File: config.mk
export PLATFORM = sky130hd
export DESIGN_NAME = cv32e40p_secded_decoder_pipe
export DESIGN_NICKNAME = d
export VERILOG_FILES = /design/src/rtl/cv32e40p_ecc_pkg.sv /design/src/rtl/cv32e40p_secded_syndrome.sv /design/src/rtl/cv32e40p_secded_decoder_pipe.sv
export SDC_FILE = /design/constraint.sdc
export NUM_CORES = 1
export LEC_CHECK = 0
export CORE_MARGIN = 5
export CORE_UTILIZATION = 30
export CTS_BUF_LIST = sky130_fd_sc_hd__clkbuf_4
export DETAILED_ROUTE_END_ITERATION = 10
export GPL_TIMING_DRIVEN = 0
export HOLD_SLACK_MARGIN = 0.08
export PLACE_DENSITY = 0.62
export SYNTH_ARGS = -nofsm -noshare
export SYNTH_HDL_FRONTEND = slang
export SYNTH_SLANG_ARGS = --single-unit
File: constraint.sdc
create_clock -name clk -period 8.2 [get_ports clk]
set_clock_uncertainty 0.1 [all_clocks]
set_input_delay 2.05 -clock clk [delete_from_list [all_inputs] [get_ports clk]]
set_output_delay 2.05 -clock clk [all_outputs]
set_load 0.01 [all_outputs]
File: src/rtl/cv32e40p_ecc_pkg.sv
// Shared SECDED helpers: parity-width sizing, power-of-two position test, error class type.
// Used by the pipelined decoder and the syndrome core.
package cv32e40p_ecc_pkg;

    // Smallest r with 2^r >= data_width + r + 1.
    function automatic int ecc_par_width(input int data_width);
        int r;
        r = 0;
        for (int i = 0; i < 32; i++) begin
            if ((1 << r) < data_width + r + 1) r = r + 1;
        end
        return r;
    endfunction

    function automatic logic is_pow2(input int position);
        return (position > 0) && ((position & (position - 1)) == 0);
    endfunction

    typedef struct packed {
        logic single_err;
        logic double_err;
    } ecc_status_t;

endpackage

File: src/rtl/cv32e40p_secded_syndrome.sv
// Combinational SECDED core: Hamming syndrome, overall mismatch and corrected payload.
// Zero latency, no flow control; the flip is applied only for a correctable in-range syndrome.
module cv32e40p_secded_syndrome
    import cv32e40p_ecc_pkg::*;
#(
    parameter int DATA_WIDTH = 32,
    parameter int PAR_WIDTH  = ecc_par_width(DATA_WIDTH),
    parameter int CW_WIDTH   = DATA_WIDTH + PAR_WIDTH + 1
) (
    input  logic [CW_WIDTH-1:0]   codeword,
    output logic [PAR_WIDTH-1:0]  syndrome,
    output logic                  om,
    output logic [DATA_WIDTH-1:0] data_corr
);

    logic [CW_WIDTH-2:0] cw_fix;
    int                  k;

    always_comb begin
        syndrome = '0;
        for (int p = 1; p < CW_WIDTH; p++) begin
            if (codeword[p-1]) syndrome = syndrome ^ PAR_WIDTH'(p);
        end
        om = ^codeword;
    end

    // A syndrome beyond the last position never matches, so uncorrectable words pass through raw.
    always_comb begin
        cw_fix    = codeword[CW_WIDTH-2:0];
        data_corr = '0;
        k         = 0;
        for (int p = 1; p < CW_WIDTH; p++) begin
            if (om && (syndrome == PAR_WIDTH'(p))) cw_fix[p-1] = ~cw_fix[p-1];
        end
        for (int p = 1; p < CW_WIDTH; p++) begin
            if (!is_pow2(p)) begin
                data_corr[k] = cw_fix[p-1];
                k = k + 1;
            end
        end
    end

endmodule

File: src/rtl/cv32e40p_secded_decoder_pipe.sv
// Pipelined SECDED decoder with error counters; 1-cycle latency.
// Single output register; in_ready_o = !out_valid_o | out_ready_i, results held while stalled.
module cv32e40p_secded_decoder_pipe
    import cv32e40p_ecc_pkg::*;
#(
    parameter int DATA_WIDTH = 32,
    parameter int PAR_WIDTH  = ecc_par_width(DATA_WIDTH),
    parameter int CW_WIDTH   = DATA_WIDTH + PAR_WIDTH + 1,
    parameter int CNT_WIDTH  = 16
) (
    input  logic                  clk,
    input  logic                  rst,
    input  logic                  in_valid_i,
    output logic                  in_ready_o,
    input  logic [CW_WIDTH-1:0]   data_i,
    output logic                  out_valid_o,
    input  logic                  out_ready_i,
    output logic [DATA_WIDTH-1:0] data_o,
    output logic [PAR_WIDTH-1:0]  syndrome_o,
    output logic                  err_single_o,
    output logic                  err_double_o,
    output logic [CNT_WIDTH-1:0]  corr_cnt_o,
    output logic [CNT_WIDTH-1:0]  uncorr_cnt_o,
    output logic                  fault_sticky_o,
    input  logic                  clr_i
);

    logic [PAR_WIDTH-1:0]  syn;
    logic                  om;
    logic [DATA_WIDTH-1:0] data_corr;
    ecc_status_t           status;
    logic                  accept;

    cv32e40p_secded_syndrome #(
        .DATA_WIDTH (DATA_WIDTH),
        .PAR_WIDTH  (PAR_WIDTH),
        .CW_WIDTH   (CW_WIDTH)
    ) u_syndrome (
        .codeword  (data_i),
        .syndrome  (syn),
        .om        (om),
        .data_corr (data_corr)
    );

    always_comb begin
        status = '0;
        if (om) begin
            if ((syn == '0) || (int'(syn) <= CW_WIDTH - 1)) status.single_err = 1'b1;
            else                                            status.double_err = 1'b1;
        end else if (syn != '0) begin
            status.double_err = 1'b1;
        end
    end

    assign in_ready_o = !out_valid_o || out_ready_i;
    assign accept     = in_valid_i && in_ready_o;

    always_ff @(posedge clk or posedge rst) begin
        if (rst) begin
            out_valid_o  <= 1'b0;
            data_o       <= '0;
            syndrome_o   <= '0;
            err_single_o <= 1'b0;
            err_double_o <= 1'b0;
        end else if (accept) begin
            out_valid_o  <= 1'b1;
            data_o       <= data_corr;
            syndrome_o   <= syn;
            err_single_o <= status.single_err;
            err_double_o <= status.double_err;
        end else if (out_ready_i && out_valid_o) begin
            out_valid_o  <= 1'b0;
        end
    end

    // Clear has priority over a coincident erroneous word.
    always_ff @(posedge clk or posedge rst) begin
        if (rst) begin
            corr_cnt_o     <= '0;
            uncorr_cnt_o   <= '0;
            fault_sticky_o <= 1'b0;
        end else if (clr_i) begin
            corr_cnt_o     <= '0;
            uncorr_cnt_o   <= '0;
            fault_sticky_o <= 1'b0;
        end else if (accept) begin
            if (status.single_err && (corr_cnt_o != '1))
                corr_cnt_o <= corr_cnt_o + CNT_WIDTH'(1);
            if (status.double_err && (uncorr_cnt_o != '1))
                uncorr_cnt_o <= uncorr_cnt_o + CNT_WIDTH'(1);
            if (status.single_err || status.double_err)
                fault_sticky_o <= 1'b1;
        end
    end

endmodule
# Word-level counts from Yosys, hierarchy flattened
# Index checks and enable logic that the tools add are counted.
dict set report totals {
  ff_bits 74
  latch_bits 0
  ramBits 0
  romBits 0
  inputBits 44
  out_inout_bits 75
  elab_cells 251
  n_memories 0
}
dict set report op_classes {
  n_addsub 2
  mul 0
  div_mod_pow 0
  magnitude_cmp 1
  n_eq_ne 34
  n_shift 0
  n_mux 86
  n_bitwise 69
  reduce_logical 51
}
# cell count
set op_table {}
lappend op_table {{2-to-1 mux 16 bit} 6}
lappend op_table {{== test 6 x 5 -> 1 bit, second input constant} 15}
lappend op_table {{2-to-1 mux 5 bit} 16}
lappend op_table {{2-to-1 mux 1 bit} 43}
lappend op_table {{== test 6 x 4 -> 1 bit, second input constant} 7}
lappend op_table {{2-to-1 mux 6 bit} 7}
lappend op_table {{inverter 3 bit} 13}
lappend op_table {{XOR reduction 39 bit} 1}
lappend op_table {{== test 6 bit, second input constant} 6}
lappend op_table {{logical AND 1 bit} 36}
lappend op_table {{adder 16 x 1 -> 16 bit, second input constant} 2}
lappend op_table {{2-to-1 mux 4 bit} 8}
lappend op_table {{inequality test 16 bit, second input constant} 2}
lappend op_table {{inverter 1 bit} 32}
lappend op_table {{inverter 2 bit} 13}
lappend op_table {{inverter 4 bit} 5}
lappend op_table {{== test 6 x 3 -> 1 bit, second input constant} 3}
lappend op_table {{2-to-1 mux 3 bit} 4}
lappend op_table {{nonzero test 2 bit} 5}
lappend op_table {{== test 6 x 2 -> 1 bit, second input constant} 1}
lappend op_table {{less-or-equal comparator 6 bit, second input constant} 1}
lappend op_table {{logical NOT 6 bit} 1}
lappend op_table {{AND reduction 2 bit} 3}
lappend op_table {{nonzero test 6 bit} 1}
lappend op_table {{5 further kinds} 12}

# Logic depth before layout (Yosys ltp)
dict set report logic_depth {
  ltp_word 78
  mapped_depth 9
}

# Modules after synthesis
# A second synthesis with hierarchy kept.
dict set report unflattened {
  hier_cells 452
  area_unflattened_um2 4901.0
}
# mod n_inst cells_per_inst area_per_inst_um2
set by_module_without_submodules {}
lappend by_module_without_submodules {cv32e40p_secded_decoder_pipe 1 296 3437.0}
lappend by_module_without_submodules {cv32e40p_secded_syndrome 1 156 1463.9}

# Worst setup path before layout
# OpenSTA, ideal clock, no wires.
dict set report synth_timing {
  kind {input port to flip-flop}
  from {input port data_i[33]}
  to {register uncorr_cnt_o[2]}
  setup_ps 125
  t_arrival_ps 4555
  required_ps 7975
  setup_slack_ps 3420
  stages 9
  path_cell_list {xor2_1 > xnor3_2 > xor2_1 > xnor3_1 > buf_2 > and3_1 > buf_2 > nor4b_1 > mux2_2}
}
dict set report synth_via {
  elab_chain_len 16
  word_cells_on_any_way 20
  cone_classes {order compare: 1; mux: 8; bitwise: 4; reduce/logical: 7}
}
# item line_no
set synth_rtl {}
lappend synth_rtl {{start: declaration} cv32e40p_secded_decoder_pipe.sv:15} ;# input logic [CW_WIDTH-1:0] data_i,
lappend synth_rtl {{2-to-1 mux 6 bit} cv32e40p_secded_syndrome.sv:22} ;# if (codeword[p-1]) syndrome = syndrome ^ PAR_WIDTH'(p);
lappend synth_rtl {{inverter 3 bit (no source line)} n/a}
lappend synth_rtl {{2-to-1 mux 6 bit} cv32e40p_secded_syndrome.sv:22}
lappend synth_rtl {{inverter 2 bit (no source line)} n/a}
lappend synth_rtl {{2-to-1 mux 6 bit} cv32e40p_secded_syndrome.sv:22}
lappend synth_rtl {{inverter 3 bit (no source line)} n/a}
lappend synth_rtl {{2-to-1 mux 6 bit} cv32e40p_secded_syndrome.sv:22}
lappend synth_rtl {{inverter 3 bit (no source line)} n/a}
lappend synth_rtl {{2-to-1 mux 6 bit} cv32e40p_secded_syndrome.sv:22}
lappend synth_rtl {{less-or-equal comparator 6 bit or logical NOT 6 bit (tied branches)} cv32e40p_secded_decoder_pipe.sv:48} ;# if ((syn == '0) || (int'(syn) <= CW_WIDTH - 1)) status.single_err = 1'b1;
lappend synth_rtl {{logical OR 1 bit} cv32e40p_secded_decoder_pipe.sv:48}
lappend synth_rtl {{2-to-1 mux 1 bit} cv32e40p_secded_decoder_pipe.sv:48}
lappend synth_rtl {{2-to-1 mux 1 bit *} cv32e40p_secded_decoder_pipe.sv:47} ;# if (om) begin
lappend synth_rtl {{logical AND 1 bit *} cv32e40p_secded_decoder_pipe.sv:89} ;# if (status.double_err && (uncorr_cnt_o != '1))
lappend synth_rtl {{nonzero test 2 bit (no source line) *} n/a}
lappend synth_rtl {{AND reduction 2 bit (no source line) *} n/a}
lappend synth_rtl {{end signal: assignment} cv32e40p_secded_decoder_pipe.sv:90} ;# uncorr_cnt_o <= uncorr_cnt_o + CNT_WIDTH'(1);
lappend synth_rtl {{end: declaration} cv32e40p_secded_decoder_pipe.sv:23} ;# output logic [CNT_WIDTH-1:0] uncorr_cnt_o,
# Mark *: on every way between the ends. The rest lies on a longest branch, timed or not.
# A chain may end at the register's enable or synchronous reset.

# Worst setup path after layout
dict set report layout_timing {
  from {input port data_i[37]}
  to {register uncorr_cnt_o[11]}
}
dict set report layout_via {
  elab_chain_len 8
  word_cells_on_any_way 12
  cone_classes {order compare: 1; mux: 4; reduce/logical: 7}
}
# item line_no
set layout_rtl {}
lappend layout_rtl {{2-to-1 mux 6 bit} cv32e40p_secded_syndrome.sv:22}
lappend layout_rtl {{less-or-equal comparator 6 bit or logical NOT 6 bit (tied branches)} cv32e40p_secded_decoder_pipe.sv:48}
lappend layout_rtl {{logical OR 1 bit} cv32e40p_secded_decoder_pipe.sv:48}
lappend layout_rtl {{2-to-1 mux 1 bit} cv32e40p_secded_decoder_pipe.sv:48}
lappend layout_rtl {{2-to-1 mux 1 bit *} cv32e40p_secded_decoder_pipe.sv:47}
lappend layout_rtl {{logical AND 1 bit *} cv32e40p_secded_decoder_pipe.sv:89}
lappend layout_rtl {{nonzero test 2 bit (no source line) *} n/a}
lappend layout_rtl {{AND reduction 2 bit (no source line) *} n/a}
# Marks and branches as above.

==> impl_metrics.py <==
metrics = {
    "status": {
        "status": "finished clean",
    },
    "clock_network": {
        "cts_post_setup_buffers_inserted": 0,
        "clk_latency_ps": 440,
        "root_buffer": "clkbuf_4",
        "cts.sinks": 74,
        "cts_tree": "yes",
        "clockBufferDepth": 2,
        "hold_buffers": 0,
        "clkSlewWorstSetupHoldPaths_ps": 120,
        "htree_levels": 3,
        "cts_made_buffers": 9,
        "cts_resized": 0,
    },
    "route": {
        "detail-route-antenna-nets": 0,
        "num_vias": 4381,
        "viasPerCell": 5.10,
        "routedWlPerCell_um": 18.0,
        "wl_um": 15500,
        "drt-pass1-iter-count": 7,
        "drt_iter0_drc": 291,
        "route.detailed.drc": 0,
    },
    "timing": {
        "fin_tns_setup_ps": 0,
        "setup_viol": 0,
        "fin_crit_sh_pct": 66.8,
        "rsz0062_at_grt": "false",
        "hold_viol_final": 0,
        "tightest_slew_ps": 731,
        "fin_crit_ps": 5480,
        "maxSlewViolCount": 0,
        "maxSlewHeadroom_pct": 50.8,
        "max_freq_mhz": 183,
    },
    "pwr": {
        "peakVddDrop_uv": 146,
        "p_leak_nw": 2.62,
        "power_density_mw_per_mm2": 252,
    },
    "die": {
        "initial_utilization_pct": 30.8,
        "die_w_um": 138,
        "row_count": 46,
        "core_area_mm2": 0.0160,
        "die_area_mm2": 0.0191,
        "ioPinCount": 119,
        "die_h_um": 138,
    },
    "layout": {
        "final_common_cell": "clkdlybuf4s50_1",
        "areaGrowthSynthToFinish_pct": 32.1,
        "fin_nets": 685,
        "layout-drive-gt1-share_pct": 6.07,
        "final_cell_mix": "clkdlybuf4s50_1 (118), dfrtp_1 (74), nand2_1 (57), xnor2_1 (50), o21ai_0 (35)",
        "final_cell_count_no_fill": 859,
    },
    "placement": {
        "place.gp.congestion": 0.887,
        "portBuffers": 118,
        "post-dp-hpwl_um": 12200,
        "post-place-cells": 844,
    },
    "yosys": {
        "yosys-mux-area-fraction_pct": 2.72,
        "synth_compound_area_share_pct": 11.1,
        "synthSimpleGateAreaFrac_pct": 21.9,
        "synth.avg_cell_area_um2": 9.69,
        "seq_area_frac_synth_pct": 37.6,
        "synth-xor-area-share_pct": 22.9,
        "synthArstFlopShare_pct": 100,
        "synth_fa_ha_area_share_pct": 0.508,
        "synth_top_flop_cell": "dfrtp_1",
        "synth_edf_count": 0,
        "ys_seq_elements": 74,
        "syn_inst": 509,
        "synth_nets": 555,
        "synth_top_family_by_area": "XOR/XNOR gates",
        "ys_types": 40,
        "synth_warnings": 0,
        "syn_area_mm2": 0.00493,
    },
    "global_routing": {
        "track_usage_pct": 16.2,
        "grt_pass1_vias": 4505,
        "antenna_found_initial": 1,
        "overflow": 0,
        "grt_max_degree": 63,
        "grt_pass1_wl_um": 25100,
    },
    "worst_hold_path": {
        "min_path_type": "reg2reg",
    },
    "setup_path": {
        "cp_data_required_time_ps": 8430,
        "cp.arrival_ps": 5710,
        "startpoint_type": "input pin",
        "end_kind": "register",
        "ff2ff_setup_slack_ps": 5470,
        "crit_type": "in2reg",
        "crit_fanout": 10,
    },
    "run": {
        "drv_cap": 0,
    },
}
per-layer routing:
layer | track usage [%] | wire (um) | vias up
li1 | - | - | 2097
met5 | 0 | 0 | -
met3 | 3.83 | 750 | 15
met2 | 26.5 | 7480 | 124
met4 | 4.47 | 253 | 0
met1 | 21.6 | 7000 | 2145
synth_stat cells, drive strengths merged (7+ instances only):
cell type | count | area share (%)
o21ai | 35 | 3.6
nor4 | 25 | 3.4
inv | 11 | 0.84
clkbuf | 24 | 1.8
nor2b | 10 | 1.3
mux2 | 11 | 2.5
or4 | 17 | 2.6
and3 | 7 | 0.89
nand2 | 57 | 4.3
a21oi | 21 | 2.1
dfrtp | 74 | 38
nor3 | 13 | 1.3
a31oi | 7 | 0.89
nand3 | 20 | 2.0
xnor2 | 50 | 8.9
nand2b | 7 | 0.89
nand4 | 10 | 1.3
xnor3 | 22 | 10
o31ai | 18 | 2.7
nor2 | 26 | 2.0
a21o | 7 | 1.1
through the flow:
| step | total power (W) | utilization [%] | hold slack, ps | cell area (um^2) | setup WS [ps] |
|---|---|---|---|---|---|
| 2_1_floorplan | 0.00109 | - | 414 | 4930 | 3420 |
| 3_3_place_gp | 0.00143 | 39.9 | 369 | 6380 | 2390 |
| 3_5_place_dp | 0.00144 | 40.1 | 375 | 6410 | 2290 |
| 4_1_cts | 0.00165 | 40.7 | 401 | 6510 | 2780 |
| 5_1_grt | 0.00176 | 40.7 | 414 | 6510 | 2560 |
| 6_report | 0.00164 | 40.7 | 396 | 6510 | 2720 |
final timing paths:
| kind | from | to | cells past startpoint |
|---|---|---|---|
| worst min register to register | syndrome_o[2] | syndrome_o[2] | 2 |
| worst min-delay path | syndrome_o[2] | syndrome_o[2] | 2 |
| worst max-delay path | data_i[37] | uncorr_cnt_o[11] | 10 |
| max in group asynchronous | rst | data_o[8] | 3 |
| min in group asynchronous | rst | data_o[18] | 2 |
| worst max register to register | corr_cnt_o[6] | corr_cnt_o[1] | 9 |
sequential cells by signal (all words and copies together) (netlist names):
register	count
syndrome_o	6
out_valid_o	1
err_single_o	1
data_o	32
fault_sticky_o	1
uncorr_cnt_o	16
corr_cnt_o	16
err_double_o	1
cell type report:
class                           instances  area, um^2
Antenna cell                            1        2.50
Sequential cell                        74        1850
Tap cell                              216         270
Clock buffer                           10        75.1
Inverter                               11        43.8
Buffer                                 30         119
Fill cell                            1623        9490
Clock inverter                          4        21.3
Multi-Input combinational cell        394        2920
Timing Repair Buffer                  119        1210
cell families after synthesis:
kind of cell             Yosys count
AO/OA/AOI/OAI                     92
AND/OR/NAND/NOR                  205
XOR/XNOR                          83
flip-flops                        74
multiplexers                      12
adder cells (fa/ha/maj)            2
buffers and inverters             41
power breakdown:
group	switching (W)	internal, W
registers	0.0000374	0.000419
logic	0.000607	0.000378
clock network	0.000135	0.0000605
total	0.000780	0.000858
worst max-delay path, cell delays in order:
cell             delay, ps
clkdlybuf4s50_1        580
xor2_1                 380
xnor3_2                630
xor2_1                 180
xnor3_1                460
buf_2                  210
and3_1                 210
buf_2                  200
nor4_1                 420
mux2_2                 390
No activity file was read; power rests on OpenSTA's default activity.
